File: config.mk
export PLATFORM = sky130hd
export DESIGN_NAME = sys_axi_r_arbiter_flat
export DESIGN_NICKNAME = d
export VERILOG_FILES = /design/src/rtl/sys_axi_pkg.sv /design/src/rtl/sys_axi_r_arbiter_if.sv /design/src/rtl/sys_rr_pick.sv /design/src/rtl/sys_axi_r_arbiter.sv /design/src/flat_wrapper.sv
export SDC_FILE = /design/constraint.sdc
export NUM_CORES = 1
export LEC_CHECK = 0
export ABC_AREA = 1
export CAP_MARGIN = 40
export CELL_PAD_IN_SITES_DETAIL_PLACEMENT = 1
export CELL_PAD_IN_SITES_GLOBAL_PLACEMENT = 1
export CORE_MARGIN = 3
export CORE_UTILIZATION = 13
export DETAILED_ROUTE_END_ITERATION = 10
export GPL_TIMING_DRIVEN = 1
export PLACE_DENSITY_LB_ADDON = 0.1
export SYNTH_ARGS = -nofsm -noshare
export SYNTH_HDL_FRONTEND = slang
export SYNTH_SLANG_ARGS = --single-unit
File: constraint.sdc
create_clock -name clk -period 6.3 [get_ports clk]
set_input_delay 1.89 -clock clk [delete_from_list [all_inputs] [get_ports clk]]
set_output_delay 1.89 -clock clk [all_outputs]
set_load 0.02 [all_outputs]
File: src/rtl/sys_axi_pkg.sv
// ============================================================================
// Module  : sys_axi_pkg
// Brief   : Shared AXI widths, rresp encodings and the R-beat record.
// Revision: 1.0 - initial release
// ============================================================================
`default_nettype none

package sys_axi_pkg;

  localparam int AXI_ID_WIDTH   = 4;
  localparam int AXI_DATA_WIDTH = 64;

  localparam logic [1:0] RESP_OKAY   = 2'b00;
  localparam logic [1:0] RESP_SLVERR = 2'b10;

  typedef struct packed {
    logic [AXI_ID_WIDTH-1:0]   id;
    logic [AXI_DATA_WIDTH-1:0] data;
    logic [1:0]                resp;
    logic                      last;
  } r_beat_t;

endpackage

`default_nettype wire

File: src/rtl/sys_axi_r_arbiter_if.sv
// ============================================================================
// Module  : sys_axi_r_arbiter_if
// Brief   : N packed R sources in, one merged R channel out, plus status.
// Revision: 1.0 - initial release
// ============================================================================
`default_nettype none

interface sys_axi_r_arbiter_if
  import sys_axi_pkg::*;
#(
  parameter int N_SRC  = 4,
  parameter int ID_W   = AXI_ID_WIDTH,
  parameter int DATA_W = AXI_DATA_WIDTH
);
  localparam int IDX_W = $clog2(N_SRC);

  logic [N_SRC*ID_W-1:0]   s_rid;
  logic [N_SRC*DATA_W-1:0] s_rdata;
  logic [N_SRC*2-1:0]      s_rresp;
  logic [N_SRC-1:0]        s_rlast;
  logic [N_SRC-1:0]        s_rvalid;
  logic [N_SRC-1:0]        s_rready;
  logic [ID_W-1:0]         m_rid;
  logic [DATA_W-1:0]       m_rdata;
  logic [1:0]              m_rresp;
  logic                    m_rlast;
  logic                    m_rvalid;
  logic                    m_rready;
  logic                    busy;
  logic [IDX_W-1:0]        cur_grant;

  // Arbiter side
  modport slave (
    input  s_rid, s_rdata, s_rresp, s_rlast, s_rvalid, m_rready,
    output s_rready, m_rid, m_rdata, m_rresp, m_rlast, m_rvalid, busy, cur_grant
  );

  // Environment side: drives the sources and the upstream ready
  modport master (
    output s_rid, s_rdata, s_rresp, s_rlast, s_rvalid, m_rready,
    input  s_rready, m_rid, m_rdata, m_rresp, m_rlast, m_rvalid, busy, cur_grant
  );

endinterface

`default_nettype wire

File: src/rtl/sys_rr_pick.sv
// ============================================================================
// Module  : sys_rr_pick
// Brief   : First set request at or after ptr (wrapping), as one-hot and index.
// Revision: 1.0 - initial release
// ============================================================================
`default_nettype none

module sys_rr_pick #(
  parameter int N = 4,
  localparam int IDX_W = $clog2(N)
) (
  input  logic [N-1:0]     req,
  input  logic [IDX_W-1:0] ptr,
  output logic [N-1:0]     gnt,
  output logic [IDX_W-1:0] idx,
  output logic             any
);

  // One extra bit so ptr+k never overflows before the modulo-N fold
  logic [IDX_W:0] w_pos;

  always_comb begin
    gnt   = '0;
    idx   = '0;
    any   = 1'b0;
    w_pos = '0;
    for (int k = 0; k < N; k++) begin
      w_pos = {1'b0, ptr} + (IDX_W+1)'(k);
      if (w_pos >= (IDX_W+1)'(N)) begin
        w_pos = w_pos - (IDX_W+1)'(N);
      end
      if (!any && req[w_pos[IDX_W-1:0]]) begin
        any = 1'b1;
        idx = w_pos[IDX_W-1:0];
      end
    end
    for (int i = 0; i < N; i++) begin
      gnt[i] = any && (idx == IDX_W'(i));
    end
  end

endmodule

`default_nettype wire

File: src/rtl/sys_axi_r_arbiter.sv
// ============================================================================
// Module  : sys_axi_r_arbiter
// Brief   : Burst-locked round-robin merge of N AXI R channels into one.
// Revision: 1.0 - initial release
// ============================================================================
`default_nettype none

module sys_axi_r_arbiter
  import sys_axi_pkg::*;
#(
  parameter int N_SRC  = 4,
  parameter int ID_W   = AXI_ID_WIDTH,
  parameter int DATA_W = AXI_DATA_WIDTH
) (
  input logic               clk,
  input logic               rst,
  sys_axi_r_arbiter_if.slave bus
);

  localparam int IDX_W = $clog2(N_SRC);
  localparam logic [IDX_W-1:0] c_last_idx = IDX_W'(N_SRC-1);

  typedef enum logic [0:0] {
    ST_IDLE   = 1'b0,
    ST_LOCKED = 1'b1
  } state_t;

  state_t             r_state, w_state_nxt;
  logic [IDX_W-1:0]   r_grant, w_grant_nxt;
  logic [IDX_W-1:0]   r_rr_ptr, w_rr_ptr_nxt;
  logic [IDX_W-1:0]   w_sel, w_pick_idx;
  logic [N_SRC-1:0]   w_pick_gnt, w_lock_oh;
  logic               w_pick_any, w_mvalid, w_mlast, w_hs;

  sys_rr_pick #(.N(N_SRC)) u_pick (
    .req (bus.s_rvalid),
    .ptr (r_rr_ptr),
    .gnt (w_pick_gnt),
    .idx (w_pick_idx),
    .any (w_pick_any)
  );

  always_ff @(posedge clk) begin
    if (rst) begin
      r_state  <= ST_IDLE;
      r_grant  <= '0;
      r_rr_ptr <= '0;
    end else begin
      r_state  <= w_state_nxt;
      r_grant  <= w_grant_nxt;
      r_rr_ptr <= w_rr_ptr_nxt;
    end
  end

  // Selection never looks at m_rready, so there is no ready->valid loop
  always_comb begin
    w_sel        = r_grant;
    w_lock_oh    = '0;
    w_mvalid     = 1'b0;
    w_mlast      = 1'b0;
    bus.m_rid    = '0;
    bus.m_rdata  = '0;
    bus.m_rresp  = RESP_OKAY;
    if (rst) begin
      w_sel = '0;
    end else if (r_state == ST_IDLE && w_pick_any) begin
      w_sel = w_pick_idx;
    end
    for (int i = 0; i < N_SRC; i++) begin
      w_lock_oh[i] = (r_grant == IDX_W'(i));
      if (w_sel == IDX_W'(i)) begin
        bus.m_rid   = bus.s_rid[i*ID_W +: ID_W];
        bus.m_rdata = bus.s_rdata[i*DATA_W +: DATA_W];
        bus.m_rresp = bus.s_rresp[i*2 +: 2];
        w_mlast     = bus.s_rlast[i];
        w_mvalid    = bus.s_rvalid[i] & ~rst;
      end
    end
  end

  // Lock on a non-final beat; release and advance the pointer on the final one
  always_comb begin
    w_state_nxt  = r_state;
    w_grant_nxt  = r_grant;
    w_rr_ptr_nxt = r_rr_ptr;
    if (w_hs) begin
      if (w_mlast) begin
        w_state_nxt  = ST_IDLE;
        w_rr_ptr_nxt = (w_sel == c_last_idx) ? '0 : w_sel + 1'b1;
      end else begin
        w_state_nxt = ST_LOCKED;
        w_grant_nxt = w_sel;
      end
    end
  end

  assign w_hs          = w_mvalid & bus.m_rready;
  assign bus.m_rvalid  = w_mvalid;
  assign bus.m_rlast   = w_mlast;
  assign bus.s_rready  = rst ? '0 :
                         (((r_state == ST_LOCKED) ? w_lock_oh : w_pick_gnt) & {N_SRC{bus.m_rready}});
  assign bus.busy      = (r_state == ST_LOCKED) & ~rst;
  assign bus.cur_grant = w_sel;

endmodule

`default_nettype wire
File: src/flat_wrapper.sv
// flat-port wrapper written by rule: the top's interface ports become plain ports
module sys_axi_r_arbiter_flat import sys_axi_pkg::*;
#(
  parameter int N_SRC  = 4,
  parameter int ID_W   = AXI_ID_WIDTH,
  parameter int DATA_W = AXI_DATA_WIDTH
)
  (clk, rst, bus_s_rid, bus_s_rdata, bus_s_rresp, bus_s_rlast, bus_s_rvalid, bus_m_rready, bus_s_rready, bus_m_rid, bus_m_rdata, bus_m_rresp, bus_m_rlast, bus_m_rvalid, bus_busy, bus_cur_grant);
  sys_axi_r_arbiter_if #(.N_SRC(N_SRC), .ID_W(ID_W), .DATA_W(DATA_W)) bus_i ();
  input logic clk;
  input logic rst;
  input wire logic [$bits(bus_i.s_rid)-1:0] bus_s_rid;
  input wire logic [$bits(bus_i.s_rdata)-1:0] bus_s_rdata;
  input wire logic [$bits(bus_i.s_rresp)-1:0] bus_s_rresp;
  input wire logic [$bits(bus_i.s_rlast)-1:0] bus_s_rlast;
  input wire logic [$bits(bus_i.s_rvalid)-1:0] bus_s_rvalid;
  input wire logic [$bits(bus_i.m_rready)-1:0] bus_m_rready;
  output wire logic [$bits(bus_i.s_rready)-1:0] bus_s_rready;
  output wire logic [$bits(bus_i.m_rid)-1:0] bus_m_rid;
  output wire logic [$bits(bus_i.m_rdata)-1:0] bus_m_rdata;
  output wire logic [$bits(bus_i.m_rresp)-1:0] bus_m_rresp;
  output wire logic [$bits(bus_i.m_rlast)-1:0] bus_m_rlast;
  output wire logic [$bits(bus_i.m_rvalid)-1:0] bus_m_rvalid;
  output wire logic [$bits(bus_i.busy)-1:0] bus_busy;
  output wire logic [$bits(bus_i.cur_grant)-1:0] bus_cur_grant;
  assign bus_i.s_rid = bus_s_rid;
  assign bus_i.s_rdata = bus_s_rdata;
  assign bus_i.s_rresp = bus_s_rresp;
  assign bus_i.s_rlast = bus_s_rlast;
  assign bus_i.s_rvalid = bus_s_rvalid;
  assign bus_i.m_rready = bus_m_rready;
  assign bus_s_rready = bus_i.s_rready;
  assign bus_m_rid = bus_i.m_rid;
  assign bus_m_rdata = bus_i.m_rdata;
  assign bus_m_rresp = bus_i.m_rresp;
  assign bus_m_rlast = bus_i.m_rlast;
  assign bus_m_rvalid = bus_i.m_rvalid;
  assign bus_busy = bus_i.busy;
  assign bus_cur_grant = bus_i.cur_grant;
  sys_axi_r_arbiter #(.N_SRC(N_SRC), .ID_W(ID_W), .DATA_W(DATA_W)) u_core (.clk(clk), .rst(rst), .bus(bus_i));
endmodule
Word-level counts from Yosys, hierarchy flattened. Index checks and enable logic that the tools add are counted.

Flip-flop bits (word level): 5. Input bits: 291. Output and inout bits: 79. Word-level logic and storage cells: 100.

Add/sub/neg operators: 8. $lt $le $gt $ge: 8. Equal/unequal tests: 9. Muxes and demuxes: 46. Bitwise gates (word level): 10. Reduce and logical (&&, ||, !) cells: 16.

Operators by type and width (number): 64-bit 2-to-1 mux (4); 2-bit 2-to-1 mux (15); 4-bit 2-to-1 mux (6); 1-bit 2-to-1 mux (17); 2-bit == test (second input constant) (6); 2-bit by 3-bit < comparator with 1-bit output (second input constant) (4); 3-bit greater-or-equal comparator (second input constant) (3); 1-bit binary-select mux with 2-bit select (4); 1-bit logical AND (8); 2-bit by 1-bit subtractor with 2-bit output (second input constant) (4); 2-bit by 2-bit adder with 3-bit output (second input constant) (2); 1-bit AND (6); 2-bit by 1-bit == test with 1-bit output (second input constant) (3); 2-bit zero test (3); 4-bit AND (1); 2-bit AND reduction (2); 2-bit by 1-bit adder with 3-bit output (second input constant) (1); 2-bit by 3-bit greater-or-equal comparator with 1-bit output (second input constant) (1); 1-bit zero test (3); 1-bit NOT (3); 2-bit by 1-bit adder with 2-bit output (second input constant) (1).

Logic depth before layout (Yosys ltp). Gate-level depths: netlist (run 1).

Word-level depth: 24. Mapped depth: 25. Mapped depth without buffers: 24.

Cells and area by module. From an unflattened synthesis (run 1), not the netlist that was laid out.

Cell total of the unflattened synthesis: 622. Area, all modules: 3006.6 um^2.

By module, submodules not included: sys_axi_r_arbiter (instances 1, cells an instance 552, area an instance 2620.0 um^2, seq. area each 100.1 um^2); sys_rr_pick (instances 1, cells an instance 70, area an instance 386.6 um^2, seq. area each 0.0 um^2).

Worst setup path after synthesis (run 1). No wires, ideal clock.

Path type: input-to-output. Start point: input bus_s_rvalid[3]. End point: output bus_m_rdata[52]. Arrival time: 4.215 ns. Required time: 4.410 ns. Setup slack: 0.195 ns. Cell stages on the path: 16. Buffers on the path: 2. Cells stage by stage: inv_1 > nand2_1 > nand3_1 > nand2_1 > nor2_4 > nand3_2 > nand2_2 > inv_2 > nand2_2 > nand3_2 > inv_1 > ha_1 > buf_2 > clkbuf_1 > a221oi_1 > o31ai_1.

Cells in the longest elaborated chain, start to end: 20. Elaborated cells on any way between the ends: 33. Those cells by class: eq/ne (3); mux (22); reduce/logical (8).

RTL lines: start, declared (line flat_wrapper.sv:16) `input wire logic [$bits(bus_i.s_rvalid)-1:0] bus_s_rvalid;`; 1-bit binary-select mux with 2-bit select (line sys_rr_pick.sv:32) `if (!any && req[w_pos[IDX_W-1:0]]) begin`; 1-bit 2-to-1 mux (implied by the code) (line sys_rr_pick.sv:32); 1-bit 2-to-1 mux (line sys_rr_pick.sv:32); 1-bit zero test (line sys_rr_pick.sv:32); 1-bit logical AND (line sys_rr_pick.sv:32); 1-bit 2-to-1 mux (line sys_rr_pick.sv:32); 1-bit zero test (line sys_rr_pick.sv:32); 1-bit logical AND (line sys_rr_pick.sv:32); (+3 left out); 1-bit 2-to-1 mux (line sys_rr_pick.sv:32); 1-bit logical AND (line sys_axi_r_arbiter.sv:66) `end else if (r_state == ST_IDLE && w_pick_any) begin`; 2-bit 2-to-1 mux (*) (line sys_axi_r_arbiter.sv:66); 2-bit 2-to-1 mux (*) (line sys_axi_r_arbiter.sv:64) `if (rst) begin`; net bus_cur_grant[0] (line flat_wrapper.sv:25) `output wire logic [$bits(bus_i.cur_grant)-1:0] bus_cur_grant;`; 2-bit zero test (line sys_axi_r_arbiter.sv:71) `if (w_sel == IDX_W'(i)) begin`; 64-bit 2-to-1 mux (3 in series) (line sys_axi_r_arbiter.sv:71); 64-bit 2-to-1 mux (*) (line sys_axi_r_arbiter.sv:71); end, declared (line flat_wrapper.sv:20) `output wire logic [$bits(bus_i.m_rdata)-1:0] bus_m_rdata;`.

The timed path passes the listed nets; every way through them passes the cells marked *. The select of a mux whose other input is x is not followed.

Worst setup path after layout (run 1).
Start point: input bus_s_rvalid[0]. End point: output bus_m_rresp[1].

Cells in the longest elaborated chain, start to end: 20. Elaborated cells on any way between the ends: 33. Those cells by class: eq/ne (3); mux (22); reduce/logical (8).

RTL lines: 1-bit binary-select mux with 2-bit select (line sys_rr_pick.sv:32); 1-bit 2-to-1 mux (implied by the code) (line sys_rr_pick.sv:32); 1-bit 2-to-1 mux (line sys_rr_pick.sv:32); 1-bit zero test (line sys_rr_pick.sv:32); 1-bit logical AND (line sys_rr_pick.sv:32); 1-bit 2-to-1 mux (line sys_rr_pick.sv:32); 1-bit zero test (line sys_rr_pick.sv:32); 1-bit logical AND (line sys_rr_pick.sv:32); (+2 left out); 1-bit logical AND (line sys_rr_pick.sv:32); 1-bit 2-to-1 mux (line sys_rr_pick.sv:32); 1-bit logical AND (line sys_axi_r_arbiter.sv:66); 2-bit 2-to-1 mux (*) (line sys_axi_r_arbiter.sv:66); 2-bit 2-to-1 mux (*) (line sys_axi_r_arbiter.sv:64); 2-bit zero test (line sys_axi_r_arbiter.sv:71); 2-bit 2-to-1 mux (3 in series) (line sys_axi_r_arbiter.sv:71); 2-bit 2-to-1 mux (*) (line sys_axi_r_arbiter.sv:71); end, declared (line flat_wrapper.sv:21) `output wire logic [$bits(bus_i.m_rresp)-1:0] bus_m_rresp;`.

Every way passes the cells marked *; elsewhere a longest branch is shown, timed or not. The select of a mux whose other input is x is not followed.

==> results of run 1 <==
==> worst max-delay path by stage <==
stage,depth (start not counted),end
after global placement,19,bus_m_rdata[33]
after CTS,21,bus_m_rdata[4]
final,21,bus_m_rresp[1]
after global routing,21,bus_m_rresp[1]
after detailed placement,19,bus_m_rdata[33]
after floorplan,16,bus_m_rdata[52]
==> area by class of cell <==
cell class,count,area [sq um]
multi-input cells,379,2540
flip-flops and latches,5,100
inverters,25,114
well taps,260,325
diodes,3,7.51
fillers,2357,11600
clock buffers,4,78.8
repair buffers,440,4250
==> flip-flops by register name, indices dropped and copies added (netlist names) <==
signal,count
u_core.r_grant,2
u_core.r_rr_ptr,2
u_core.r_state,1
==> metal layers <==
metal / up-vias / wire (microns) / global-route usage [%]
met4: 0 / 505 / 4.14
met1: 2513 / 9730 / 25.4
met2: 187 / 13100 / 40.5
met3: 26 / 1450 / 4.38
met5: - / 0 / 0
li1: 2488 / - / -
==> cells in the mapped netlist <==
cell and n:
a211oi_1 1, a21oi_1 9, a21oi_2 1, a221oi_1 70, and3_1 1, buf_1 5, buf_2 3, buf_6 1
clkbuf_1 38, dfxtp_1 5, ha_1 4, inv_1 20, inv_2 4, inv_6 1, nand2_1 112, nand2_2 8
nand3_1 11, nand3_2 3, nand4_1 3, nor2_1 78, nor2_4 1, o21ai_0 7, o31ai_1 70
==> cells in the final DEF (no fill, tap or decap), types with 5 or more instances in the layout <==
cell / synthesis / final
a221oi_1: 70 / 45
buf_6: 1 / 6
o31ai_1: 70 / 60
a221oi_2: 0 / 24
nand3_1: 11 / 6
a21oi_1: 9 / 8
nand2_2: 8 / 13
nand2_1: 112 / 101
clkdlybuf4s50_1: 0 / 293
buf_2: 3 / 51
nand3_2: 3 / 7
buf_12: 0 / 14
nand2_4: 0 / 6
o31ai_2: 0 / 10
inv_2: 4 / 6
inv_1: 20 / 14
buf_4: 0 / 62
nor2_1: 78 / 78
dfxtp_1: 5 / 5
==> stage by stage <==
step                cells  setup TNS, ns  hold WS [ns]  util (%)
floorplan             456              0         0.528         -
global placement     1087         -37.60         0.563      36.4
detailed placement   1087         -43.23         0.582      36.4
CTS                  1105              0         0.588      38.1
global route         1116        -0.0174         0.651      39.0
finish               1116              0         0.586      39.0
==> timing repair <==
action                                  4_1_cts  5_1_grt
setup buffers                                 9        7
resized for setup                           434       36
endpoints found under the setup margin       72       66
pin swaps                                    10       15
gates cloned                                  5        1
==> logic make-up after synthesis <==
kind of cell             after synthesis
buffers and inverters                 72
adder cells (fa/ha/maj)                4
flip-flops                             5
AO/OA/AOI/OAI                        158
AND/OR/NAND/NOR                      217
==> power by group through the flow <==
stage	sequential, mW	combinational (mW)	clock, mW
after floorplan	0.0379	0.751	0
after global placement	0.0404	1.64	0
after detailed placement	0.0406	1.65	0
after CTS	0.0404	1.70	0.108
after global routing	0.0412	1.85	0.109
final	0.0404	1.73	0.106
==> critical path, delay by kind of cell <==
| kind | cells | cell delay [ns] |
|---|---|---|
| buffers and inverters | 9 | 1.05 |
| and+or+nand+nor | 9 | 0.85 |
| adders and majority gates | 1 | 0.14 |
| AOI/OAI and AO/OA | 2 | 0.35 |
==> impl_results.md, run 1 <==
* R2r setup slk at 2.95 ns
* Post-synthesis compound-gate area fraction at 48.3%
* Sequential share of the synthesized area at 3.92%
* Pins over their slew limit at 0
* First-pass GRT wire length at 36.4 mm
* Post-route ant nets at 0
* Final setup fails at 0
* Hold Path Class: register to register
* Worst Hold Launch: u_core.r_grant[1]
* Row cnt at 50
* Max stage delay on crit path at 0.27 ns
* Top cells by area, synth: a221oi_1 (24%), o31ai_1 (21%), nand2_1 (16%)
* Setup Skew at 0.00326 ns
* Final min period at 6.16 ns
* Largest net degree at the start of global routing at 37
* H-Tree Depth at 1
* Synth warnings at 0
* Period utilization at 97.8%
* Final nets at 1149
* CTS clk-pin slew, worst paths at 0.03 ns
* Initial DRT Pass Iterations at 4
* P_leak at 2.92 nW
* Vias per cell at 4.67
* Power share of the clock group at 5.7%
* CTS sink cnt at 5
* F_max at 0.162 GHz
* Req. time, crit path at 4.41 ns
* Post-Place Worst Slack at -0.675 ns
* Critical Path Fanout Max at 6
* Reg-to-Reg Start: u_core.r_rr_ptr[0]
* Mapped Area at 2560 sq um
* Die Ht at 146 microns
* Unique masters post-synth at 23
* Fin area at 7420 sq um
* Nature of the critical path endpoint: output port
* Area leader, netlist: a221oi_1
* Initial antenna violation count at 3
* Register bit total from synthesis at 5
* Slack of the critical path at 0.139 ns
* Net switching power at 0.945 mW
* Syn Area/Cell at 5.61 sq um
* 1st-iter DRT viols at 149
* Pint at 0.932 mW
* Worst Hold Path EP: u_core.r_grant[1]
* Slowest-stage cell, CP: bufbuf_16
* Mux share of post-synthesis cell area at 0%
* Total Power at 1.88 mW
* Area of the core at 19000 sq um
* Vias in the first global route at 5563
* Cell Area, Placed at 6920 sq um
* Crit Reg-Reg Endpoint: u_core.r_rr_ptr[1]
* Hold Buf Count CTS at 0
* GR Overflow Total at 0
* CP Cell Sequence: clkdlybuf4s15_1 -> inv_2 -> nand2_4 -> nand3_2 -> nand2_2 -> nor2_4 -> nand3_2 -> nand2_4 -> inv_4 -> nand2_4 -> nand3_4 -> inv_4 -> ha_4 -> inv_2 -> nand2_4 -> inv_8 -> buf_12 -> bufbuf_16 -> a221oi_4 -> o31ai_2 -> buf_4
* Pwr dens at 253 nW/um^2
* Final wirelength at 24.8 mm
* Die ar. at 21400 sq um
* CTS tree: done
* Final Hold Vio Count at 0
* IO Pins at 370
* Max Root-Sink Buffers at 2
* R2R cell count at 25
* Layout area overhead at 190%
* Pin slew with the least headroom to its limit at 0.493 ns
* Initial Util at 13.4%
* Main combinational cell family by area after synthesis: compound AO/OA/AOI/OAI gates
* I/O Buffers at 369
* Sequential group share of total power at 2.2%
* Max_slew headroom at 67.1%
* Vias at 5214
* Worst setup path class: primary input to output port
* VDD IR max at 0.0000981 V
* Routed len/inst at 22.2 microns
* Hold path cells at 2
* Layout cells sized above 1 at 27.0%
* CP Launch Type: primary input
* DP HPWL at 19.2 mm
* # Max-Cap Violations at 0
* Worst-Skew Late Latency at 0.23 ns
* GRT Util Overall at 21.6%
* Post-Synth Adder-Cell Area at 1.96%
* Die width at 146 microns
* Switching Fraction at 50.3%
* Syn_nets at 751
* Synth top area share at 24.0%
* Critical path origin: bus_s_rvalid[0]
* Post-synthesis simple-gate area fraction at 34.6%
* Routability cong. at 0.840
* Crit path top cell by count: nand2_4
* Arrival @ worst endpoint at 4.27 ns
* Synth Instances at 456
* Num CTS Buffers at 3
* CTS root buf: clkbuf_16
* Residual DRC at 0
* Combinational share of power at 92.2%
* Synth Area in XOR/XNOR at 0%
* Outcome: completed
Power figures use the tool's default switching activity.
==> inputs of run 2 (changes only) <==
--- a/config.mk
+++ b/config.mk
@@ -14,6 +14,7 @@
 export DETAILED_ROUTE_END_ITERATION = 10
 export GPL_TIMING_DRIVEN = 1
 export PLACE_DENSITY_LB_ADDON = 0.1
+export SLEW_MARGIN = 20
 export SYNTH_ARGS = -nofsm -noshare
 export SYNTH_HDL_FRONTEND = slang
 export SYNTH_SLANG_ARGS = --single-unit
==> results of run 2 <==
No change in the layout: final DEF, timing and power equal those of run 1.
==> inputs of run 3 (changes only) <==
--- a/config.mk
+++ b/config.mk
@@ -9,9 +9,9 @@
 export CAP_MARGIN = 40
 export CELL_PAD_IN_SITES_DETAIL_PLACEMENT = 1
 export CELL_PAD_IN_SITES_GLOBAL_PLACEMENT = 1
-export CORE_MARGIN = 3
-export CORE_UTILIZATION = 13
+export CORE_AREA = 3 3 144 146
 export DETAILED_ROUTE_END_ITERATION = 10
+export DIE_AREA = 0 0 147 149
 export GPL_TIMING_DRIVEN = 1
 export PLACE_DENSITY_LB_ADDON = 0.1
 export SLEW_MARGIN = 20
==> constraint.sdc (replaced) <==
create_clock -name clk -period 7.45 [get_ports clk]
set_input_delay 2.235 -clock clk [delete_from_list [all_inputs] [get_ports clk]]
set_output_delay 2.235 -clock clk [all_outputs]
set_load 0.02 [all_outputs]
==> run 3 against run 2 <==
Hold slack got worse by 0.0053 ns. Die area is 2.4% higher. Global-route usage down 1.6 points. Routed wire length shrank 2.1%. Total power fell by 20%. Setup slack better by 0.022 ns. Clock skew about the same. Sequential cell count unchanged. Non-clock buffer count is 22 lower. Cell count shrank 1.6%. Clock power down 16%. Combinational power is 20% lower.
==> impl_results.md, run 3 (synthesis results as in run 1) <==
* Final nets at 1127
* Top flop regs: u_core.r_grant x2, u_core.r_rr_ptr x2, u_core.r_state x1
* Pwr dens at 211 nW/um^2
* Worst Hold Launch: u_core.r_grant[1]
* Max_slew headroom at 69.1%
* CTS root buf: clkbuf_16
* 1st-iter DRT viols at 157
* Fin area at 7120 sq um
* Outcome: completed
* Power share of the clock group at 5.9%
* Layout cells sized above 1 at 18.9%
* Hold Path Class: register to register
* Final wirelength at 24.2 mm
* # Max-Cap Violations at 0
* CP Cell Sequence: clkdlybuf4s50_1 -> inv_1 -> nand2_1 -> nand3_2 -> nand2_1 -> nor2_4 -> nand3_2 -> nand2_2 -> nand2_1 -> nand3_2 -> inv_2 -> ha_2 -> inv_1 -> nand2_2 -> inv_4 -> clkbuf_16 -> a221oi_1 -> o31ai_1 -> clkdlybuf4s15_1
* R2r setup slk at 4.05 ns
* Cell Area, Placed at 6930 sq um
* First-pass GRT wire length at 34.2 mm
* Residual DRC at 0
* Final Hold Vio Count at 0
* Vias at 5178
* Pin slew with the least headroom to its limit at 0.462 ns
* Setup TNS Final at 0 ns
* Initial Util at 13.1%
* Row cnt at 51
* CTS clk-pin slew, worst paths at 0.03 ns
* Setup Skew at 0.00311 ns
* Reg-to-Reg Start: u_core.r_rr_ptr[0]
* I/O Buffers at 369
* Sequential group share of total power at 2.3%
* Vias per cell at 4.72
* Hold Buf Count CTS at 0
* Area of the core at 19500 sq um
* Most frequent cells in the layout: clkdlybuf4s50_1 (297), nand2_1 (110), nor2_1 (78)
* Net switching power at 0.782 mW
* Switching Fraction at 52.1%
* CTS sink cnt at 5
* Final setup fails at 0
* Combinational share of power at 91.8%
* Max stage delay on crit path at 0.45 ns
* R2R cell count at 25
* Max Root-Sink Buffers at 2
* GRT Util Overall at 19.9%
* Die Ht at 149 microns
* Initial antenna violation count at 4
* CP Launch Type: primary input
* Vias in the first global route at 5372
* Die ar. at 21900 sq um
* Largest net degree at the start of global routing at 60
* Hold path cells at 2
* Req. time, crit path at 5.22 ns
* P_leak at 2.76 nW
* Die width at 147 microns
* Nature of the critical path endpoint: output port
* IO Pins at 370
* Critical Path Fanout Max at 16
* Period utilization at 97.8%
* CTS tree: done
* Routability cong. at 0.877
* VDD IR max at 0.0000999 V
* Worst-Skew Late Latency at 0.23 ns
* Layout area overhead at 179%
* F_max at 0.137 GHz
* Pins over their slew limit at 0
* RSZ-0062 raised after global routing: true
* Layout fillers at 2387
* Worst setup path class: primary input to output port
* DP HPWL at 19.7 mm
* Post-route ant nets at 0
* Initial DRT Pass Iterations at 4
* Final min period at 7.29 ns
* GR Overflow Total at 0
* Routed len/inst at 22.1 microns
* Most common cell after layout, fill and taps aside: clkdlybuf4s50_1
* Arrival @ worst endpoint at 5.05 ns
* Num CTS Buffers at 3
* Pint at 0.718 mW
* Crit Reg-Reg Endpoint: u_core.r_rr_ptr[1]
* H-Tree Depth at 1
* Worst Hold Path EP: u_core.r_grant[1]
* Slowest-stage cell, CP: clkdlybuf4s50_1
[run 3: changes by cell type in the layout (fill, tap and decap cells not counted), sizes merged]
| cell | change |
|---|---|
| bufbuf | -3 |
| diode | -1 |
| clkbuf | +32 |
| clkdlybuf4s50 | +4 |
| clkdlybuf4s15 | +1 |
| dlygate4sd2 | +25 |
| dlygate4sd1 | +1 |
| buf | -82 |
[run 3: worst max-delay path: cells and delay by family]
kind,cells,cell delay [ns]
AO/OA/AOI/OAI,2,0.36
adder cells (fa/ha/maj),1,0.19
buffers and inverters,7,1.36
AND/OR/NAND/NOR,9,0.89
[run 3: worst max path at each step]
| stage | startpoint | end | slack, ns |
|---|---|---|---|
| final | bus_s_rvalid[1] | bus_m_rdata[15] | 0.16 |
| after global routing | bus_s_rvalid[1] | bus_m_rvalid | -0.07 |
| after CTS | bus_s_rvalid[1] | bus_m_rdata[42] | -0.002 |
| after detailed placement | bus_s_rvalid[1] | bus_m_rdata[27] | -0.32 |
| after global placement | bus_s_rvalid[3] | bus_m_rdata[27] | -0.30 |
| after floorplan | bus_s_rvalid[3] | bus_m_rdata[52] | 0.66 |
[run 3: per-layer routing]
layer  vias to the layer above  wire, microns  GRT usage (%)
met2                       195          12700           37.6
met1                      2498           9540           23.2
li1                       2447              -              -
met3                        34           1470           4.65
met4                         4            486           3.45
met5                         -             26              0
[run 3: stage by stage]
stage                     hold WS, ns  cells  power (mW)  worst slack [ns]  util, %
after floorplan                 0.528    456       0.667             0.655        -
after global routing            0.648   1098        1.60           -0.0668     36.5
after global placement          0.559   1090        1.44            -0.299     35.5
final                           0.580   1098        1.50             0.161     36.5
after CTS                       0.582   1094        1.43          -0.00162     35.5
after detailed placement        0.576   1090        1.46            -0.323     35.5
[run 3: final cells by class]
type | instances | area (sq um) | area share [%]
diodes | 2 | 5.00 | 0.0703
repair buffers | 418 | 4050 | 56.9
inverters | 25 | 101 | 1.42
multi-input cells | 379 | 2450 | 34.5
clock buffers | 4 | 78.8 | 1.11
flip-flops and latches | 5 | 100 | 1.41
well taps | 265 | 332 | 4.66
[run 3: power by group through the flow]
stage                     Combinational, mW  Clock, mW  Sequential (mW)
after floorplan                       0.635          0           0.0320
after global placement                 1.41          0           0.0342
after detailed placement               1.43          0           0.0345
after CTS                              1.31     0.0894           0.0342
after global routing                   1.47     0.0919           0.0351
final                                  1.38     0.0888           0.0342
[run 3: timing repair]
| action | in CTS | in global routing |
|---|---|---|
| setup buffers | 0 | 0 |
| pin swaps | 0 | 1 |
| cloned | 0 | 2 |
| setup endpoints to repair | 70 | 72 |
| resized for setup | 72 | 170 |
